**config.mk**
```make
export PLATFORM = sky130hd
export DESIGN_NAME = if_fetch_flat
export DESIGN_NICKNAME = d
export VERILOG_FILES = /design/src/rtl/if_fetch_if.sv /design/src/rtl/if_fetch.sv /design/src/flat_wrapper.sv
export SDC_FILE = /design/constraint.sdc
export NUM_CORES = 1
export LEC_CHECK = 0
export ABC_CLOCK_PERIOD_IN_PS = 5600
export CAP_MARGIN = 10
export CORE_MARGIN = 8
export CORE_UTILIZATION = 55
export CTS_BUF_LIST = sky130_fd_sc_hd__clkbuf_2 sky130_fd_sc_hd__clkbuf_4 sky130_fd_sc_hd__clkbuf_8
export DETAILED_ROUTE_END_ITERATION = 7
export GPL_TIMING_DRIVEN = 0
export PLACE_DENSITY_LB_ADDON = 0.25
export SLEW_MARGIN = 15
export SYNTH_ARGS = -nofsm -noshare
export SYNTH_HDL_FRONTEND = slang
export SYNTH_SLANG_ARGS = --single-unit
```
**constraint.sdc**
```tcl
create_clock -name clk -period 5.6 [get_ports clk]
set_input_delay 0.84 -clock clk [delete_from_list [all_inputs] [get_ports clk]]
set_output_delay 0.84 -clock clk [all_outputs]
set_load 0.05 [all_outputs]
```
**src/rtl/if_fetch_if.sv**
```systemverilog
// if_fetch_if: bundles the fetch stage's redirect, ID-side and instruction
// memory signals. The fetch stage connects through the master modport and
// its environment (EX/ID/IMEM, or a bench) connects through the slave modport.
interface if_fetch_if;
  // Redirect from EX
  logic        i_IF_ctrl_PCSrc;
  logic [31:0] i_IF_data_PCBranch;
  // ID side
  logic        i_ID_stall;
  logic        o_ID_valid;
  logic [31:0] o_ID_data_Instr;
  logic [31:0] o_ID_data_PCNext;
  logic        o_ID_ctrl_AdEL;
  // Instruction memory req/ack
  logic        o_IMEM_req;
  logic [31:0] o_IMEM_addr;
  logic        i_IMEM_ack;
  logic [31:0] i_IMEM_rdata;

  modport master (
    input  i_IF_ctrl_PCSrc,
    input  i_IF_data_PCBranch,
    input  i_ID_stall,
    output o_ID_valid,
    output o_ID_data_Instr,
    output o_ID_data_PCNext,
    output o_ID_ctrl_AdEL,
    output o_IMEM_req,
    output o_IMEM_addr,
    input  i_IMEM_ack,
    input  i_IMEM_rdata
  );

  modport slave (
    output i_IF_ctrl_PCSrc,
    output i_IF_data_PCBranch,
    output i_ID_stall,
    input  o_ID_valid,
    input  o_ID_data_Instr,
    input  o_ID_data_PCNext,
    input  o_ID_ctrl_AdEL,
    input  o_IMEM_req,
    input  o_IMEM_addr,
    output i_IMEM_ack,
    output i_IMEM_rdata
  );
endinterface

```
**src/rtl/if_fetch.sv**
```systemverilog
// if_fetch: instruction-fetch stage. Owns the PC, runs a req/ack handshake to
// instruction memory, presents a registered instruction plus PC+4 to ID,
// absorbs ID stalls with a one-entry skid buffer and discards wrong-path
// fetches after an EX redirect.
//
// Optional feature macro: IF_ALIGN_CHECK_EN
//   defined   : a misaligned redirect target (or misaligned RESET_PC) issues
//               no fetch; the stage enters ERR and presents one nop with
//               o_ID_ctrl_AdEL=1 and PCNext=badaddr+4 until a new redirect.
//   undefined : redirect target bits [1:0] are forced to 00, AdEL tied 0.
module if_fetch #(
  parameter logic [31:0] RESET_PC = 32'h0000_0000
) (
  input  logic          clk,
  input  logic          rst,
  if_fetch_if.master    bus
);

  // FETCH : request outstanding on addr (or about to issue)
  // FULL  : skid holds one word, ID stalled, no request
  // DROP  : wrong-path request outstanding, its data will be thrown away
  // ERR   : misaligned target reported to ID (align check build only)
  typedef enum logic [1:0] {
    S_FETCH = 2'd0,
    S_FULL  = 2'd1,
    S_DROP  = 2'd2,
    S_ERR   = 2'd3
  } state_t;

`ifdef IF_ALIGN_CHECK_EN
  localparam logic RESET_BAD = |RESET_PC[1:0];
`else
  localparam logic RESET_BAD = 1'b0;
`endif

  state_t      state;
  logic [31:0] pc;
  logic [31:0] addr;
  logic        valid;
  logic [31:0] instr;
  logic [31:0] pc_next;
  logic [31:0] skid_instr;
  logic [31:0] skid_pc_next;
`ifdef IF_ALIGN_CHECK_EN
  logic        adel;
  logic        err_shown;
`endif

  logic        slot_free;
  logic [31:0] addr_inc;
  logic [31:0] tgt;
  logic        tgt_bad;
  logic        pc_bad;
  logic        skid_load;

  // Next sequential word address; wraps modulo 2^32.
  function automatic logic [31:0] inc4(input logic [31:0] a);
    return a + 32'd4;
  endfunction

  // Redirect target as loaded into the PC.
  function automatic logic [31:0] load_target(input logic [31:0] br);
`ifdef IF_ALIGN_CHECK_EN
    return br;
`else
    return br & 32'hFFFF_FFFC;
`endif
  endfunction

  // Handshake decode, next address and redirect target qualification.
  always_comb begin
    slot_free = !valid || !bus.i_ID_stall;
    addr_inc  = inc4(addr);
    tgt       = load_target(bus.i_IF_data_PCBranch);
`ifdef IF_ALIGN_CHECK_EN
    tgt_bad   = |bus.i_IF_data_PCBranch[1:0];
    pc_bad    = |pc[1:0];
`else
    tgt_bad   = 1'b0;
    pc_bad    = 1'b0;
`endif
    skid_load = !bus.i_IF_ctrl_PCSrc && (state == S_FETCH) &&
                bus.i_IMEM_ack && !slot_free;
  end

  // Fetch FSM: PC, request address, ID output register; redirect wins over all.
  always_ff @(posedge clk or posedge rst) begin
    if (rst) begin
      state     <= RESET_BAD ? S_ERR : S_FETCH;
      pc        <= RESET_PC;
      addr      <= RESET_PC;
      valid     <= 1'b0;
      instr     <= 32'h0;
      pc_next   <= 32'h0;
`ifdef IF_ALIGN_CHECK_EN
      adel      <= 1'b0;
      err_shown <= 1'b0;
`endif
    end else if (bus.i_IF_ctrl_PCSrc) begin
      pc    <= tgt;
      valid <= 1'b0;
`ifdef IF_ALIGN_CHECK_EN
      adel      <= 1'b0;
      err_shown <= 1'b0;
`endif
      case (state)
        S_FETCH: begin
          if (bus.i_IMEM_ack) begin
            // Wrong-path word arrives now: drop it and restart at the target.
            addr  <= tgt;
            state <= tgt_bad ? S_ERR : S_FETCH;
          end else begin
            // Address must stay stable until the old request is acked.
            state <= S_DROP;
          end
        end
        S_DROP: begin
          if (bus.i_IMEM_ack) begin
            addr  <= tgt;
            state <= tgt_bad ? S_ERR : S_FETCH;
          end
        end
        default: begin
          // FULL or ERR: no request in flight, restart immediately.
          addr  <= tgt;
          state <= tgt_bad ? S_ERR : S_FETCH;
        end
      endcase
    end else begin
      case (state)
        S_FETCH: begin
          if (bus.i_IMEM_ack) begin
            pc   <= addr_inc;
            addr <= addr_inc;
            if (slot_free) begin
              instr   <= bus.i_IMEM_rdata;
              pc_next <= addr_inc;
              valid   <= 1'b1;
            end else begin
              state <= S_FULL;
            end
          end else if (slot_free) begin
            valid <= 1'b0;
          end
        end
        S_FULL: begin
          if (!bus.i_ID_stall) begin
            instr   <= skid_instr;
            pc_next <= skid_pc_next;
            valid   <= 1'b1;
            state   <= S_FETCH;
          end
        end
        S_DROP: begin
          if (bus.i_IMEM_ack) begin
            addr  <= pc;
            state <= pc_bad ? S_ERR : S_FETCH;
          end
        end
`ifdef IF_ALIGN_CHECK_EN
        S_ERR: begin
          if (!err_shown) begin
            valid     <= 1'b1;
            instr     <= 32'h0;
            pc_next   <= inc4(pc);
            adel      <= 1'b1;
            err_shown <= 1'b1;
          end else if (valid && !bus.i_ID_stall) begin
            valid <= 1'b0;
            adel  <= 1'b0;
          end
        end
`endif
        default: ;
      endcase
    end
  end

  // Skid entry: captures the word acked while ID is stalled.
  always_ff @(posedge clk) begin
    if (skid_load) begin
      skid_instr   <= bus.i_IMEM_rdata;
      skid_pc_next <= addr_inc;
    end
  end

  assign bus.o_IMEM_req       = (state == S_FETCH) || (state == S_DROP);
  assign bus.o_IMEM_addr      = addr;
  assign bus.o_ID_valid       = valid;
  assign bus.o_ID_data_Instr  = instr;
  assign bus.o_ID_data_PCNext = pc_next;
`ifdef IF_ALIGN_CHECK_EN
  assign bus.o_ID_ctrl_AdEL   = adel;
`else
  assign bus.o_ID_ctrl_AdEL   = 1'b0;
`endif

endmodule

```
**src/flat_wrapper.sv**
```systemverilog
// flat-port wrapper written by rule: the top's interface ports become plain ports
module if_fetch_flat 
#(
  parameter logic [31:0] RESET_PC = 32'h0000_0000
)
  (clk, rst, bus_i_IF_ctrl_PCSrc, bus_i_IF_data_PCBranch, bus_i_ID_stall, bus_o_ID_valid, bus_o_ID_data_Instr, bus_o_ID_data_PCNext, bus_o_ID_ctrl_AdEL, bus_o_IMEM_req, bus_o_IMEM_addr, bus_i_IMEM_ack, bus_i_IMEM_rdata);
  if_fetch_if bus_i ();
  input  logic clk;
  input  logic rst;
  input wire logic [$bits(bus_i.i_IF_ctrl_PCSrc)-1:0] bus_i_IF_ctrl_PCSrc;
  input wire logic [$bits(bus_i.i_IF_data_PCBranch)-1:0] bus_i_IF_data_PCBranch;
  input wire logic [$bits(bus_i.i_ID_stall)-1:0] bus_i_ID_stall;
  output wire logic [$bits(bus_i.o_ID_valid)-1:0] bus_o_ID_valid;
  output wire logic [$bits(bus_i.o_ID_data_Instr)-1:0] bus_o_ID_data_Instr;
  output wire logic [$bits(bus_i.o_ID_data_PCNext)-1:0] bus_o_ID_data_PCNext;
  output wire logic [$bits(bus_i.o_ID_ctrl_AdEL)-1:0] bus_o_ID_ctrl_AdEL;
  output wire logic [$bits(bus_i.o_IMEM_req)-1:0] bus_o_IMEM_req;
  output wire logic [$bits(bus_i.o_IMEM_addr)-1:0] bus_o_IMEM_addr;
  input wire logic [$bits(bus_i.i_IMEM_ack)-1:0] bus_i_IMEM_ack;
  input wire logic [$bits(bus_i.i_IMEM_rdata)-1:0] bus_i_IMEM_rdata;
  assign bus_i.i_IF_ctrl_PCSrc = bus_i_IF_ctrl_PCSrc;
  assign bus_i.i_IF_data_PCBranch = bus_i_IF_data_PCBranch;
  assign bus_i.i_ID_stall = bus_i_ID_stall;
  assign bus_o_ID_valid = bus_i.o_ID_valid;
  assign bus_o_ID_data_Instr = bus_i.o_ID_data_Instr;
  assign bus_o_ID_data_PCNext = bus_i.o_ID_data_PCNext;
  assign bus_o_ID_ctrl_AdEL = bus_i.o_ID_ctrl_AdEL;
  assign bus_o_IMEM_req = bus_i.o_IMEM_req;
  assign bus_o_IMEM_addr = bus_i.o_IMEM_addr;
  assign bus_i.i_IMEM_ack = bus_i_IMEM_ack;
  assign bus_i.i_IMEM_rdata = bus_i_IMEM_rdata;
  if_fetch #(.RESET_PC(RESET_PC)) u_core (.clk(clk), .rst(rst), .bus(bus_i));
endmodule
```
# Yosys cells after proc, flatten, opt, wreduce, memory -nomap -nowiden
# Index checks and enable logic that the tools add are counted.
[op_classes] n_addsub=1 n_mul=0 n_div=0 order_cmp=0 n_eq_ne=11 shifts=0 muxes=30 bitwise_logic=1 reduce_logical=22
[op_table] operator="32-bit 2-to-1 mux" count=13
[op_table] operator="32-bit one-hot mux with 2 select lines" count=3
[op_table] operator="32-bit by 3-bit adder with 32-bit output, second input constant" count=1
[op_table] operator="2-bit 2-to-1 mux" count=6
[op_table] operator="3-bit inequality test, second input constant" count=4
[op_table] operator="4-bit AND reduction" count=2
[op_table] operator="3-bit by 2-bit inequality test with 1-bit output, second input constant" count=2
[op_table] operator="2-bit one-hot mux with 3 select lines" count=1
[op_table] operator="2-bit nonzero test" count=3
[op_table] operator="3-bit nonzero test" count=2
[op_table] operator="1-bit 2-to-1 mux" count=5
[op_table] operator="5-bit AND reduction" count=1
[op_table] operator="1-bit zero test" count=4
[op_table] operator="2-bit inequality test, second input constant" count=2
[op_table] operator="2-bit one-hot mux with 2 select lines" count=1
[op_table] operator="4-bit nonzero test" count=1
[op_table] operator="1-bit logical AND" count=3
[op_table] operator="3-bit AND reduction" count=1
[op_table] operator="2-bit by 1-bit == test with 1-bit output, second input constant" count=1
[op_table] operator="2-bit == test, second input constant" count=1
[op_table] operator="2-bit zero test" count=1
[op_table] operator="1-bit logical OR" count=2
[op_table] operator="2-bit by 1-bit inequality test with 1-bit output, second input constant" count=1
[op_table] operator="1-bit one-hot mux with 2 select lines" count=1
[op_table] operator="3 further kinds" count=3
[word_totals] register_bits=195 latch_bits=0 ram_bits=0 mem_bits_ro=0 out_inout_bits=99 mem_count=0

# Longest topological paths before layout
# Gate-level depths: netlist of the first run.
[logic_depth] word_depth=6 ltp_mapped=11 ltp_nobuf=7

# Least setup slack after synthesis of the first run
# Ideal clock, no wire load.
[synth_timing] path_kind="input to register" startpoint="in bus_i_IMEM_ack" endpoint="reg u_core.skid_instr[0] (enable)" setup_ns=0.487 arrival_time_ns=4.225 t_required_ns=5.113 slack_ns=0.889 cell_stages=5 path_buffers=2 cell_sequence="clkbuf_1 > and2_1 > buf_2 > nand2b_1 > nor2_1"
[synth_between] elab_chain_len=2
[synth_lines] item="start: declaration" line_no="flat_wrapper.sv:19" text="input wire logic [$bits(bus_i.i_IMEM_ack)-1:0] bus_i_IMEM_ack;"
[synth_lines] item="1-bit logical AND" line_no="if_fetch.sv:82" text="skid_load = !bus.i_IF_ctrl_PCSrc && (state == S_FETCH) &&"
[synth_lines] item="1-bit logical AND" line_no="if_fetch.sv:83" text="bus.i_IMEM_ack && !slot_free;"
[synth_lines] item="via u_core.skid_load" line_no="if_fetch.sv:54" text="logic skid_load;"
[synth_lines] item="end signal: assignment" line_no="if_fetch.sv:182" text="skid_instr <= bus.i_IMEM_rdata;"
[synth_lines] item="end: declaration" line_no="if_fetch.sv:42" text="logic [31:0] skid_instr;"
# The timed path passes the listed nets, and every way through them passes these cells.
# A chain may end at the register's enable or synchronous reset.

# Worst setup path after layout of the first run
[layout_timing] startpoint="in bus_i_IF_ctrl_PCSrc" endpoint="reg u_core.state[1]"
[layout_between] elab_chain_len=2 elab_cells_between_ends=6 classes_between="eq/ne (3); mux (1); reduce/logical (2)"
[layout_lines] item="start: declaration" line_no="flat_wrapper.sv:10" text="input wire logic [$bits(bus_i.i_IF_ctrl_PCSrc)-1:0] bus_i_IF_ctrl_PCSrc;"
[layout_lines] item="3-bit inequality test (no source line) / 4-bit nonzero test (equally long branches)"
[layout_lines] item="4-bit AND reduction (no source line)"
[layout_lines] item="end signal: assignment" line_no="if_fetch.sv:89" text="state <= RESET_BAD ? S_ERR : S_FETCH;"
[layout_lines] item="end signal: assignment" line_no="if_fetch.sv:111" text="state <= tgt_bad ? S_ERR : S_FETCH;"
[layout_lines] item="end signal: assignment" line_no="if_fetch.sv:120" text="state <= tgt_bad ? S_ERR : S_FETCH;"
[layout_lines] item="end: declaration" line_no="if_fetch.sv:36" text="state_t state;"
# Parallel ways exist; a longest one is shown, timed or not.

==> results of run 1 <==
kinds of logic (layout without fill, tap and decap cells):
logic type | Yosys count | in the layout | synth area share
simple gates | 305 | 305 | 0.157
compound gates | 240 | 240 | 0.153
flops | 195 | 195 | 0.561
buf+inv | 100 | 298 | 0.0441
mux | 56 | 56 | 0.0608
xor+xnor | 20 | 20 | 0.0189
fa+ha+maj | 4 | 4 | 0.00540
other cells | 1 | 1 | 0.000404
synthesized netlist by cell type, types with 8 or more instances:
| library cell | number |
|---|---|
| sky130_fd_sc_hd__nand3_1 | 21 |
| sky130_fd_sc_hd__o211ai_1 | 8 |
| sky130_fd_sc_hd__o21ai_0 | 123 |
| sky130_fd_sc_hd__a21oi_1 | 37 |
| sky130_fd_sc_hd__xnor2_1 | 11 |
| sky130_fd_sc_hd__mux2i_1 | 53 |
| sky130_fd_sc_hd__clkbuf_1 | 44 |
| sky130_fd_sc_hd__nor2_1 | 53 |
| sky130_fd_sc_hd__nor4_1 | 10 |
| sky130_fd_sc_hd__xor2_1 | 9 |
| sky130_fd_sc_hd__o31a_1 | 10 |
| sky130_fd_sc_hd__nor3_1 | 24 |
| sky130_fd_sc_hd__nand2_1 | 138 |
| sky130_fd_sc_hd__a22oi_1 | 11 |
| sky130_fd_sc_hd__buf_1 | 13 |
| sky130_fd_sc_hd__edfxtp_1 | 64 |
| sky130_fd_sc_hd__nand4_1 | 8 |
| sky130_fd_sc_hd__dfrtp_1 | 131 |
| sky130_fd_sc_hd__inv_1 | 31 |
power by group:
group          internal, uW  switching, uW  leakage, uW
Combinational          1150           2420      0.00211
Clock                   416            550     0.000200
Sequential             1900            324      0.00221
Total                  3460           3290      0.00451
stage by stage:
stage	utilization	cell area, sq um	TNS (ns)	hold slack (ns)	setup WS (ns)
finish	0.707	11700	0	0.484	2.19
global route	0.707	11700	0	0.514	2.13
CTS	0.707	11700	0	0.491	2.34
detailed placement	0.682	11300	0	0.469	1.85
global placement	0.677	11200	-196.62	0.459	-1.36
floorplan	-	9270	0	0.463	0.889
placed cells by master, fill, tap and decap left out, types with 11 or more instances in the layout:
cell type                         count
sky130_fd_sc_hd__clkdlybuf4s50_1    163
sky130_fd_sc_hd__nand2_1            138
sky130_fd_sc_hd__dfrtp_1            131
sky130_fd_sc_hd__o21ai_0            123
sky130_fd_sc_hd__edfxtp_1            64
sky130_fd_sc_hd__mux2i_1             53
sky130_fd_sc_hd__nor2_1              52
sky130_fd_sc_hd__clkbuf_1            44
sky130_fd_sc_hd__a21oi_1             37
sky130_fd_sc_hd__inv_1               30
sky130_fd_sc_hd__nor3_1              24
sky130_fd_sc_hd__nand3_1             21
sky130_fd_sc_hd__clkbuf_8            17
sky130_fd_sc_hd__buf_1               13
sky130_fd_sc_hd__a22oi_1             11
sky130_fd_sc_hd__xnor2_1             11
final timing paths:
kind | start | endpoint | slack (ns) | cells after the start
setup / recovery | bus_i_IF_ctrl_PCSrc | u_core.state[1] | 2.19 | 7
max in group asynchronous | rst | u_core.pc[0] | 4.12 | 3
setup reg to reg | u_core.bus.o_IMEM_addr[7] | u_core.bus.o_ID_data_PCNext[19] | 2.64 | 6
hold / removal | u_core.bus.o_ID_data_Instr[10] | u_core.bus.o_ID_data_Instr[10] | 0.48 | 2
min in group asynchronous | rst | u_core.bus.o_ID_data_Instr[5] | 0.68 | 2
hold reg to reg | u_core.bus.o_ID_data_Instr[10] | u_core.bus.o_ID_data_Instr[10] | 0.48 | 2
per-layer routing:
layer	routed length, um	vias to the layer above	GRT usage
li1	-	3653	-
met1	11500	3837	0.335
met2	12300	406	0.392
met3	2440	67	0.0616
met4	887	0	0.117
met5	0	-	0
sequential cells by signal (all words and copies together) (netlist names):
signal	count
u_core.bus.o_ID_valid	1
u_core.bus.o_IMEM_addr	32
u_core.pc	32
u_core.bus.o_ID_data_PCNext	32
u_core.state	2
u_core.skid_pc_next	32
u_core.bus.o_ID_data_Instr	32
u_core.skid_instr	32
layout make-up:
cell class,count,share of cell area
Sequential cell,195,0.445
Multi-Input combinational cell,626,0.314
Timing Repair Buffer,166,0.146
Buffer,69,0.0251
Tap cell,220,0.0236
Clock buffer,18,0.0207
Clock inverter,14,0.0149
Inverter,31,0.0106
worst max-delay path: stages:
cell                              delay, ns
sky130_fd_sc_hd__clkdlybuf4s50_1       0.56
sky130_fd_sc_hd__clkbuf_1              0.49
sky130_fd_sc_hd__clkbuf_1              0.55
sky130_fd_sc_hd__buf_1                 0.64
sky130_fd_sc_hd__buf_1                 0.52
sky130_fd_sc_hd__nand3b_1              0.15
sky130_fd_sc_hd__nand2_1               0.08
==> flow_summary.rst, run 1 <==
.. list-table::
   :header-rows: 1

   * - Metric
     - Value
   * - Maximum level of the CTS H-tree
     - 4
   * - Number of instances resized during post-cts repair
     - 0
   * - EDFF count, synth
     - 64
   * - Time the worst path needs with I/O delays and setup
     - about 3.4 ns
   * - Clock-pin slew of the registers on the worst-case setup and hold paths
     - 0.10 ns
   * - Worst EP arrival
     - 3.84 ns
   * - Data required time of the worst path
     - 6.03 ns
   * - Final std cells w/o fill
     - ~1300
   * - Maximum Capacitance Violations
     - 0
   * - Die width
     - 146 um
   * - Storage cell area
     - 0.00520 sq mm
   * - Largest area contributor in the netlist
     - sky130_fd_sc_hd__dfrtp_1
   * - Worst Skew
     - roughly 0.013 ns
   * - Cell total after placement
     - 1307
   * - Area of the core region
     - 0.0165 sq mm
   * - Final Routed Wirelength
     - ~27 mm
   * - Number of antenna violations at the first check in global routing
     - 0
   * - Synthesized area divided by synthesized cell count
     - around 10 sq um
   * - Number of hold violations in the final report
     - 0
   * - First-pass GRT wire length
     - 43.1 mm
   * - Fraction of final layout cells sized beyond drive strength 1
     - 0.0608
   * - Sort of element at the start of the critical path
     - input port
   * - Peak VDD IR
     - 404 uV
   * - Flip-flop cell with the highest count after synthesis
     - sky130_fd_sc_hd__dfrtp_1
   * - Vias in the first global route
     - 8004
   * - Tightest Pin Transition
     - 1.04 ns
   * - Hold crit path type
     - flop to flop
   * - Relative slew slack
     - 0.304
   * - Maximum fanout count along the critical path
     - 10
   * - Number of fill cells in the layout
     - 1284
   * - Final global-route overflow total
     - 0
   * - Vias
     - 7963
   * - Number of max-slew violations in the final report
     - 0
   * - Unrepaired setup endpoints after global routing
     - no
   * - Sequential area share after synthesis
     - 0.561
   * - Crit end category
     - flop
   * - Synthesized cell area
     - between 0.009 and 0.01 sq mm
   * - Initial Utilization
     - 0.561
   * - Largest net degree at the start of global routing
     - approximately 110
   * - Final antenna-violating net count
     - 0
   * - GP Congestion
     - 0.966
   * - Count of unique library cells instantiated by Yosys
     - 63
   * - Via density per instance
     - between 5 and 6
   * - Number of nets in the layout
     - 1179
   * - Flops & latches, synth
     - 195
   * - Number of buffers inserted by hold repair at cts
     - 0
   * - Total clock sinks
     - 195
   * - Count of unresolved DRC violations after routing
     - 0
   * - Routed length per placed instance
     - 20.3 um
   * - Synth top area share
     - 0.353
   * - GR Util All Layers
     - 0.255
   * - Area enclosed by the die boundary
     - 0.0213 sq mm
   * - Max Freq
     - slightly below 300 MHz
   * - First-pass DRT Iterations
     - 6
   * - Synthesized instance count
     - 921
   * - Dominant cells by area after synthesis
     - sky130_fd_sc_hd__dfrtp_1 (35%), sky130_fd_sc_hd__edfxtp_1 (21%), sky130_fd_sc_hd__o21ai_0 (6.6%)
   * - Number of top-level pins
     - 168
   * - Setup bufs post-CTS
     - 0
   * - Drt first-iter violations
     - 881
   * - Cell area power density
     - approximately 580 mW/mm^2
   * - Multi-input gate area in the final layout
     - 0.00367 sq mm
   * - Warnings, synthesis
     - 0
   * - Leakage power figure
     - approximately 0.0045 uW
   * - Result of the run
     - finished, final reports clean
   * - Layout overhead on the synthesized area
     - 26.0%
   * - Count of port buffers added during placement
     - 163
   * - Synthesized Nets
     - 994
   * - Number of antenna cells inserted
     - 0
   * - Final period util
     - 0.608
   * - Proportion of synthesized flip-flops having asynchronous set or reset
     - 0.672
   * - Placed wire-length estimate
     - roughly 20 mm
   * - Classification of the worst setup path
     - input port to flop
   * - Clock latency on the worst-skew pair
     - 0.49 ns
   * - Buffer type at the clock tree root
     - sky130_fd_sc_hd__clkbuf_8
   * - Number of placement rows
     - 47
   * - Number of buffers on the longest clock path
     - 2
   * - Clock tree from TritonCTS
     - yes
   * - Number of buffers added by the clock tree synthesis step
     - 17
   * - Count of endpoints failing setup in the final report
     - 0
   * - Post-route total power
     - 6760 uW
   * - Chip Height
     - roughly 150 um
Note: power is estimated with default switching activity, not from simulation.
==> run 2, diff against run 1 <==
--- a/config.mk
+++ b/config.mk
@@ -5,10 +5,10 @@
 export SDC_FILE = /design/constraint.sdc
 export NUM_CORES = 1
 export LEC_CHECK = 0
-export ABC_CLOCK_PERIOD_IN_PS = 5600
+export ABC_CLOCK_PERIOD_IN_PS = 2900
 export CAP_MARGIN = 10
 export CORE_MARGIN = 8
-export CORE_UTILIZATION = 55
+export CORE_UTILIZATION = 49
 export CTS_BUF_LIST = sky130_fd_sc_hd__clkbuf_2 sky130_fd_sc_hd__clkbuf_4 sky130_fd_sc_hd__clkbuf_8
 export DETAILED_ROUTE_END_ITERATION = 7
 export GPL_TIMING_DRIVEN = 0
==> constraint.sdc (replaced) <==
create_clock -name clk -period 2.9 [get_ports clk]
set_input_delay 0.435 -clock clk [delete_from_list [all_inputs] [get_ports clk]]
set_output_delay 0.435 -clock clk [all_outputs]
set_load 0.05 [all_outputs]
==> flow_summary.rst, run 2 (synthesized netlist as in run 1, its figures left out) <==
.. list-table::
   :header-rows: 1

   * - Metric
     - Value
   * - Final period util
     - 0.968
   * - Crit end category
     - flop
   * - Result of the run
     - finished, final reports clean
   * - Met2 Resource Use GR
     - 0.376
   * - Die width
     - between 150 and 200 um
   * - Leakage power figure
     - about 0.0045 uW
   * - GR Util All Layers
     - 0.232
   * - Number of hold violations in the final report
     - 0
   * - Vias
     - between 7000 and 8000
   * - Utilization after layout
     - 0.630
   * - Number of placement rows
     - 50
   * - Number of max-slew violations in the final report
     - 0
   * - GP Congestion
     - 0.940
   * - Final worst hold slack
     - 0.371 ns
   * - Placed wire-length estimate
     - 20.9 mm
   * - Sort of element at the start of the critical path
     - input port
   * - Final global-route overflow total
     - 0
   * - Number of buffers on the longest clock path
     - 2
   * - Cell area power density
     - 1100 mW/mm^2
   * - Classification of the worst setup path
     - input port to flop
   * - Count of port buffers added during placement
     - about 160
   * - Buffer type at the clock tree root
     - sky130_fd_sc_hd__clkbuf_8
   * - Most used routing layer
     - met2
   * - Cell area after placement
     - approximately 0.011 sq mm
   * - Post-route total power
     - 13000 uW
   * - Number of antenna cells inserted
     - 0
   * - First-pass GRT wire length
     - 43.2 mm
   * - Total clock sinks
     - between 150 and 200
   * - Most common cell after layout, fill and taps aside
     - sky130_fd_sc_hd__clkdlybuf4s50_1
   * - Area of the core region
     - approximately 0.019 sq mm
   * - Count of endpoints failing setup in the final report
     - 0
   * - Max Freq
     - 356 MHz
   * - Worst Skew
     - 0.0108 ns
   * - Peak VDD IR
     - between 600 and 700 uV
   * - Maximum Capacitance Violations
     - 0
   * - Clock latency on the worst-skew pair
     - 0.47 ns
   * - Via density per instance
     - 5.72
   * - Hold crit path type
     - input port to asynchronous set/reset pin
   * - Unrepaired setup endpoints after global routing
     - yes
   * - Commonest cells after routing, fill and taps aside
     - sky130_fd_sc_hd__clkdlybuf4s50_1 (163), sky130_fd_sc_hd__nand2_1 (138), sky130_fd_sc_hd__dfrtp_1 (131), sky130_fd_sc_hd__o21ai_0 (123), sky130_fd_sc_hd__edfxtp_1 (64)
   * - Chip Height
     - 154 um
   * - Data required time of the worst path
     - 3.13 ns
   * - Design Area, Final
     - 0.0118 sq mm
   * - Final Routed Wirelength
     - 27.5 mm
   * - Worst EP arrival
     - between 3 and 4 ns
   * - Number of nets in the layout
     - 1182
   * - Layout overhead on the synthesized area
     - 26.7%
   * - Final antenna-violating net count
     - 0
   * - Maximum fanout count along the critical path
     - 28
   * - Clock tree from TritonCTS
     - yes
   * - Relative slew slack
     - 0.348
   * - Time the worst path needs with I/O delays and setup
     - 2.81 ns
   * - Number of top-level pins
     - 168
   * - Number of buffers inserted by hold repair at cts
     - 0
   * - Number of antenna violations at the first check in global routing
     - 0
   * - Setup bufs post-CTS
     - 0
   * - Initial Utilization
     - 0.497
   * - Maximum level of the CTS H-tree
     - 4
   * - Largest net degree at the start of global routing
     - 30
   * - Routed length per placed instance
     - a little over 20 um
   * - Count of unresolved DRC violations after routing
     - 0
   * - Met1 demand-to-capacity share in global routing
     - 0.309
   * - Drt first-iter violations
     - 492
   * - Vias in the first global route
     - between 7000 and 8000
   * - Fraction of final layout cells sized beyond drive strength 1
     - 0.0704
   * - Number of buffers added by the clock tree synthesis step
     - 17
   * - Met3 track demand over resource in global routing
     - 0.0516
   * - First-pass DRT Iterations
     - 5
   * - Clock-pin slew of the registers on the worst-case setup and hold paths
     - approximately 0.10 ns
   * - Area enclosed by the die boundary
     - 0.0236 sq mm
   * - Tightest Pin Transition
     - 0.951 ns
run 2: cell count changes in the layout (fill, tap and decap cells not counted), moves of 2 or more:
cell / delta
sky130_fd_sc_hd__clkbuf_2: +5
sky130_fd_sc_hd__nor4_1: -3
sky130_fd_sc_hd__inv_6: +5
sky130_fd_sc_hd__buf_12: +5
sky130_fd_sc_hd__buf_1: -6
sky130_fd_sc_hd__nor4_2: +3
sky130_fd_sc_hd__clkinvlp_4: -2
sky130_fd_sc_hd__buf_16: -2
sky130_fd_sc_hd__clkinv_4: -2
run 2: metal layers:
metal | up-vias | routed length, um
li1 | 3663 | -
met1 | 3738 | 12200
met2 | 312 | 12900
met3 | 40 | 1880
met4 | 0 | 462
met5 | - | 0
run 2: stage by stage:
| stage | TNS, ns | cells | setup slack (ns) |
|---|---|---|---|
| finish | 0 | 1356 | 0.0930 |
| global route | -0.00381 | 1356 | -0.00381 |
| CTS | 0 | 1356 | 0.0407 |
| detailed placement | -17.34 | 1324 | -0.416 |
| global placement | -128.75 | 1318 | -0.969 |
| floorplan | 0 | 921 | 0.300 |
run 2: path summary, 6_finish.rpt:
kind	startpoint	endpoint	slack, ns	cells past startpoint
max reg2reg	u_core.state[0]	u_core.bus.o_IMEM_addr[23]	0.12	7
min reg2reg	u_core.bus.o_ID_data_Instr[8]	u_core.bus.o_ID_data_Instr[8]	0.49	2
min in group clk	bus_i_IMEM_ack	u_core.state[1]	0.45	3
max in group asynchronous	rst	u_core.pc[12]	1.53	5
max	bus_i_IF_ctrl_PCSrc	u_core.skid_instr[28]	0.09	7
min	rst	u_core.bus.o_ID_data_Instr[23]	0.37	2
run 2: final cells by class:
type / instances / area (sq um)
fillers: 1581 / 6890
flip-flops and latches: 195 / 5200
multi-input cells: 626 / 3690
repair buffers: 169 / 1750
plain buffers: 69 / 300
well taps: 234 / 293
clock buffers: 17 / 234
clock inverters: 15 / 163
inverters: 31 / 120
run 2: power breakdown:
group          internal (uW)  switching, uW
Combinational           2220           4670
Clock                    724           1070
Sequential              3670            625
run 2: timing repair:
item                                    4_1_cts  5_1_grt
pin swaps                                     0        0
hold endpoints to repair                      0        0
resized for setup                             1        8
endpoints found under the setup margin       10       57
run 2: worst max-delay path, stage by stage:
cell	delay [ns]
sky130_fd_sc_hd__clkdlybuf4s50_1	0.55
sky130_fd_sc_hd__clkbuf_1	0.44
sky130_fd_sc_hd__clkbuf_1	0.54
sky130_fd_sc_hd__nand2b_1	0.48
sky130_fd_sc_hd__nor2_4	0.17
sky130_fd_sc_hd__buf_12	0.22
sky130_fd_sc_hd__buf_12	0.18
==> run 3, diff against run 2 <==
--- a/config.mk
+++ b/config.mk
@@ -12,7 +12,7 @@
 export CTS_BUF_LIST = sky130_fd_sc_hd__clkbuf_2 sky130_fd_sc_hd__clkbuf_4 sky130_fd_sc_hd__clkbuf_8
 export DETAILED_ROUTE_END_ITERATION = 7
 export GPL_TIMING_DRIVEN = 0
-export PLACE_DENSITY_LB_ADDON = 0.25
+export PLACE_DENSITY = 0.78
 export SLEW_MARGIN = 15
 export SYNTH_ARGS = -nofsm -noshare
 export SYNTH_HDL_FRONTEND = slang
==> flow_summary.rst, run 3 (synthesized netlist as in run 1, its figures left out) <==
.. list-table::
   :header-rows: 1

   * - Metric
     - Value
   * - Number of top-level pins
     - 168
   * - GP Congestion
     - 0.974
   * - Number of buffers on the longest clock path
     - 2
   * - Number of antenna violations at the first check in global routing
     - 1
   * - Final global-route overflow total
     - 0
   * - Initial Utilization
     - 0.497
   * - Placed wire-length estimate
     - between 20 and 25 mm
   * - Unrepaired setup endpoints after global routing
     - no
   * - Worst Skew
     - 0.0134 ns
   * - Number of placement rows
     - 50
   * - Tightest Pin Transition
     - 0.982 ns
   * - Utilization after layout
     - 0.631
   * - Drt first-iter violations
     - 775
   * - Commonest cells after routing, fill and taps aside
     - sky130_fd_sc_hd__clkdlybuf4s50_1 (163), sky130_fd_sc_hd__nand2_1 (138), sky130_fd_sc_hd__dfrtp_1 (131), sky130_fd_sc_hd__o21ai_0 (123), sky130_fd_sc_hd__edfxtp_1 (64)
   * - Worst EP arrival
     - 3.19 ns
   * - Number of fill cells in the layout
     - 1541
   * - Layout overhead on the synthesized area
     - 26.9%
   * - Final period util
     - 0.965
   * - Time the worst path needs with I/O delays and setup
     - around 2.8 ns
   * - Number of max-slew violations in the final report
     - 0
   * - Leakage power figure
     - 0.00455 uW
   * - Total clock sinks
     - 195
   * - Count of endpoints failing setup in the final report
     - 0
   * - Final worst hold slack
     - ~0.27 ns
   * - Result of the run
     - finished, final reports clean
   * - Critical Path Max Stage Delay
     - 0.63 ns
   * - Count of port buffers added during placement
     - between 150 and 200
   * - Final antenna-violating net count
     - 0
   * - Count of unresolved DRC violations after routing
     - 0
   * - Number of buffers added by the clock tree synthesis step
     - 17
   * - Sort of element at the start of the critical path
     - flop
   * - Number of hold violations in the final report
     - 0
   * - Clock tree from TritonCTS
     - yes
   * - Classification of the worst setup path
     - flop to flop
   * - Largest net degree at the start of global routing
     - 36
   * - Final Routed Wirelength
     - 27.5 mm
   * - Number of nets in the layout
     - 1181
   * - Hold crit path type
     - input port to asynchronous set/reset pin
   * - Relative slew slack
     - 0.339
   * - Peak VDD IR
     - 676 uV
   * - Final std cells w/o fill
     - 1356
   * - First-pass DRT Iterations
     - 6
   * - Slowest CP cell
     - sky130_fd_sc_hd__nor4_1
   * - Maximum fanout count along the critical path
     - 7
   * - Maximum Capacitance Violations
     - 0
   * - Maximum level of the CTS H-tree
     - 4
   * - Via density per instance
     - 5.80
   * - Crit end category
     - flop
   * - Design Area, Final
     - 0.0118 sq mm
   * - Cell area power density
     - 1100 mW/mm^2
   * - Area of the core region
     - 0.0186 sq mm
   * - Routed length per placed instance
     - 20.2 um
   * - Fraction of final layout cells sized beyond drive strength 1
     - 0.0687
   * - Vias in the first global route
     - 7805
   * - Area enclosed by the die boundary
     - around 0.024 sq mm
   * - Buffer type at the clock tree root
     - sky130_fd_sc_hd__clkbuf_8
   * - Chip Height
     - 154 um
   * - GR Util All Layers
     - 0.232
   * - Most common cell after layout, fill and taps aside
     - sky130_fd_sc_hd__clkdlybuf4s50_1
   * - Max Freq
     - 357 MHz
   * - Clock-pin slew of the registers on the worst-case setup and hold paths
     - 0.11 ns
   * - Data required time of the worst path
     - 3.29 ns
   * - Worst path cell trace
     - ha_1 > nand4_1 > or3_1 > clkbuf_1 > nor4_1 > nor3_1 > o31ai_1
   * - Cell total after placement
     - 1324
   * - Vias
     - 7871
   * - Cell area after placement
     - 0.0113 sq mm
   * - First-pass GRT wire length
     - 43.1 mm
   * - Clock latency on the worst-skew pair
     - approximately 0.48 ns
   * - Die width
     - ~150 um
-- run 3: area by class of cell --
| cell class | instances | area [sq um] | share of cell area |
|---|---|---|---|
| multi-input combinational | 626 | 3680 | 0.312 |
| timing repair buffer | 169 | 1770 | 0.150 |
| tap | 234 | 293 | 0.0249 |
| antenna | 1 | 2.50 | 0.000213 |
| sequential | 195 | 5200 | 0.442 |
| inverter | 31 | 120 | 0.0102 |
| clock inverter | 15 | 183 | 0.0155 |
| buffer | 68 | 295 | 0.0251 |
| clock buffer | 17 | 234 | 0.0199 |
-- run 3: worst paths after layout --
path | from | to | slack (ns) | cells after the start
min in group clk | bus_i_IMEM_ack | u_core.state[1] | 0.43 | 3
worst max-delay path | u_core.bus.o_IMEM_addr[3] | u_core.pc[26] | 0.10 | 7
worst min register to register | u_core.bus.o_ID_data_PCNext[19] | u_core.bus.o_ID_data_PCNext[19] | 0.48 | 2
max in group asynchronous | rst | u_core.pc[16] | 1.90 | 4
worst max register to register | u_core.bus.o_IMEM_addr[3] | u_core.pc[26] | 0.10 | 7
worst min-delay path | rst | u_core.bus.o_ID_data_Instr[25] | 0.27 | 2
-- run 3: worst max-delay path: cells and delay by family (launching register included) --
family	cells	cell delay (ns)
fa+ha+maj	1	0.28
simple gates	4	1.54
buf+inv	1	0.19
compound gates	1	0.23
flops	1	0.46
-- run 3: metal layers --
| metal | global-route usage | wire, um | vias to the layer above |
|---|---|---|---|
| li1 | - | - | 3661 |
| met1 | 0.306 | 12000 | 3800 |
| met2 | 0.366 | 12600 | 359 |
| met3 | 0.0575 | 2260 | 51 |
| met4 | 0.0873 | 638 | 0 |
| met5 | 0 | 0 | - |
-- run 3: report_power, final --
part / leakage [uW] / internal [uW] / switching, uW
logic: 0.00214 / 2220 / 4670
registers: 0.00221 / 3670 / 620
clock network: 0.000204 / 664 / 1150
-- run 3: timing repair --
action,4_1_cts,5_1_grt
hold buffers,0,0
buffers inserted,0,0
gates resized for setup,1,5
setup endpoints to repair,10,59
-- run 3: per-stage QoR --
stage	setup WS (ns)	power [uW]	TNS, ns
after floorplan	0.300	8770	0
after global placement	-0.902	11000	-121.41
after detailed placement	-0.377	11200	-22.41
after CTS	0.0696	13000	0
after global routing	0.0162	13700	0
final	0.102	13000	0
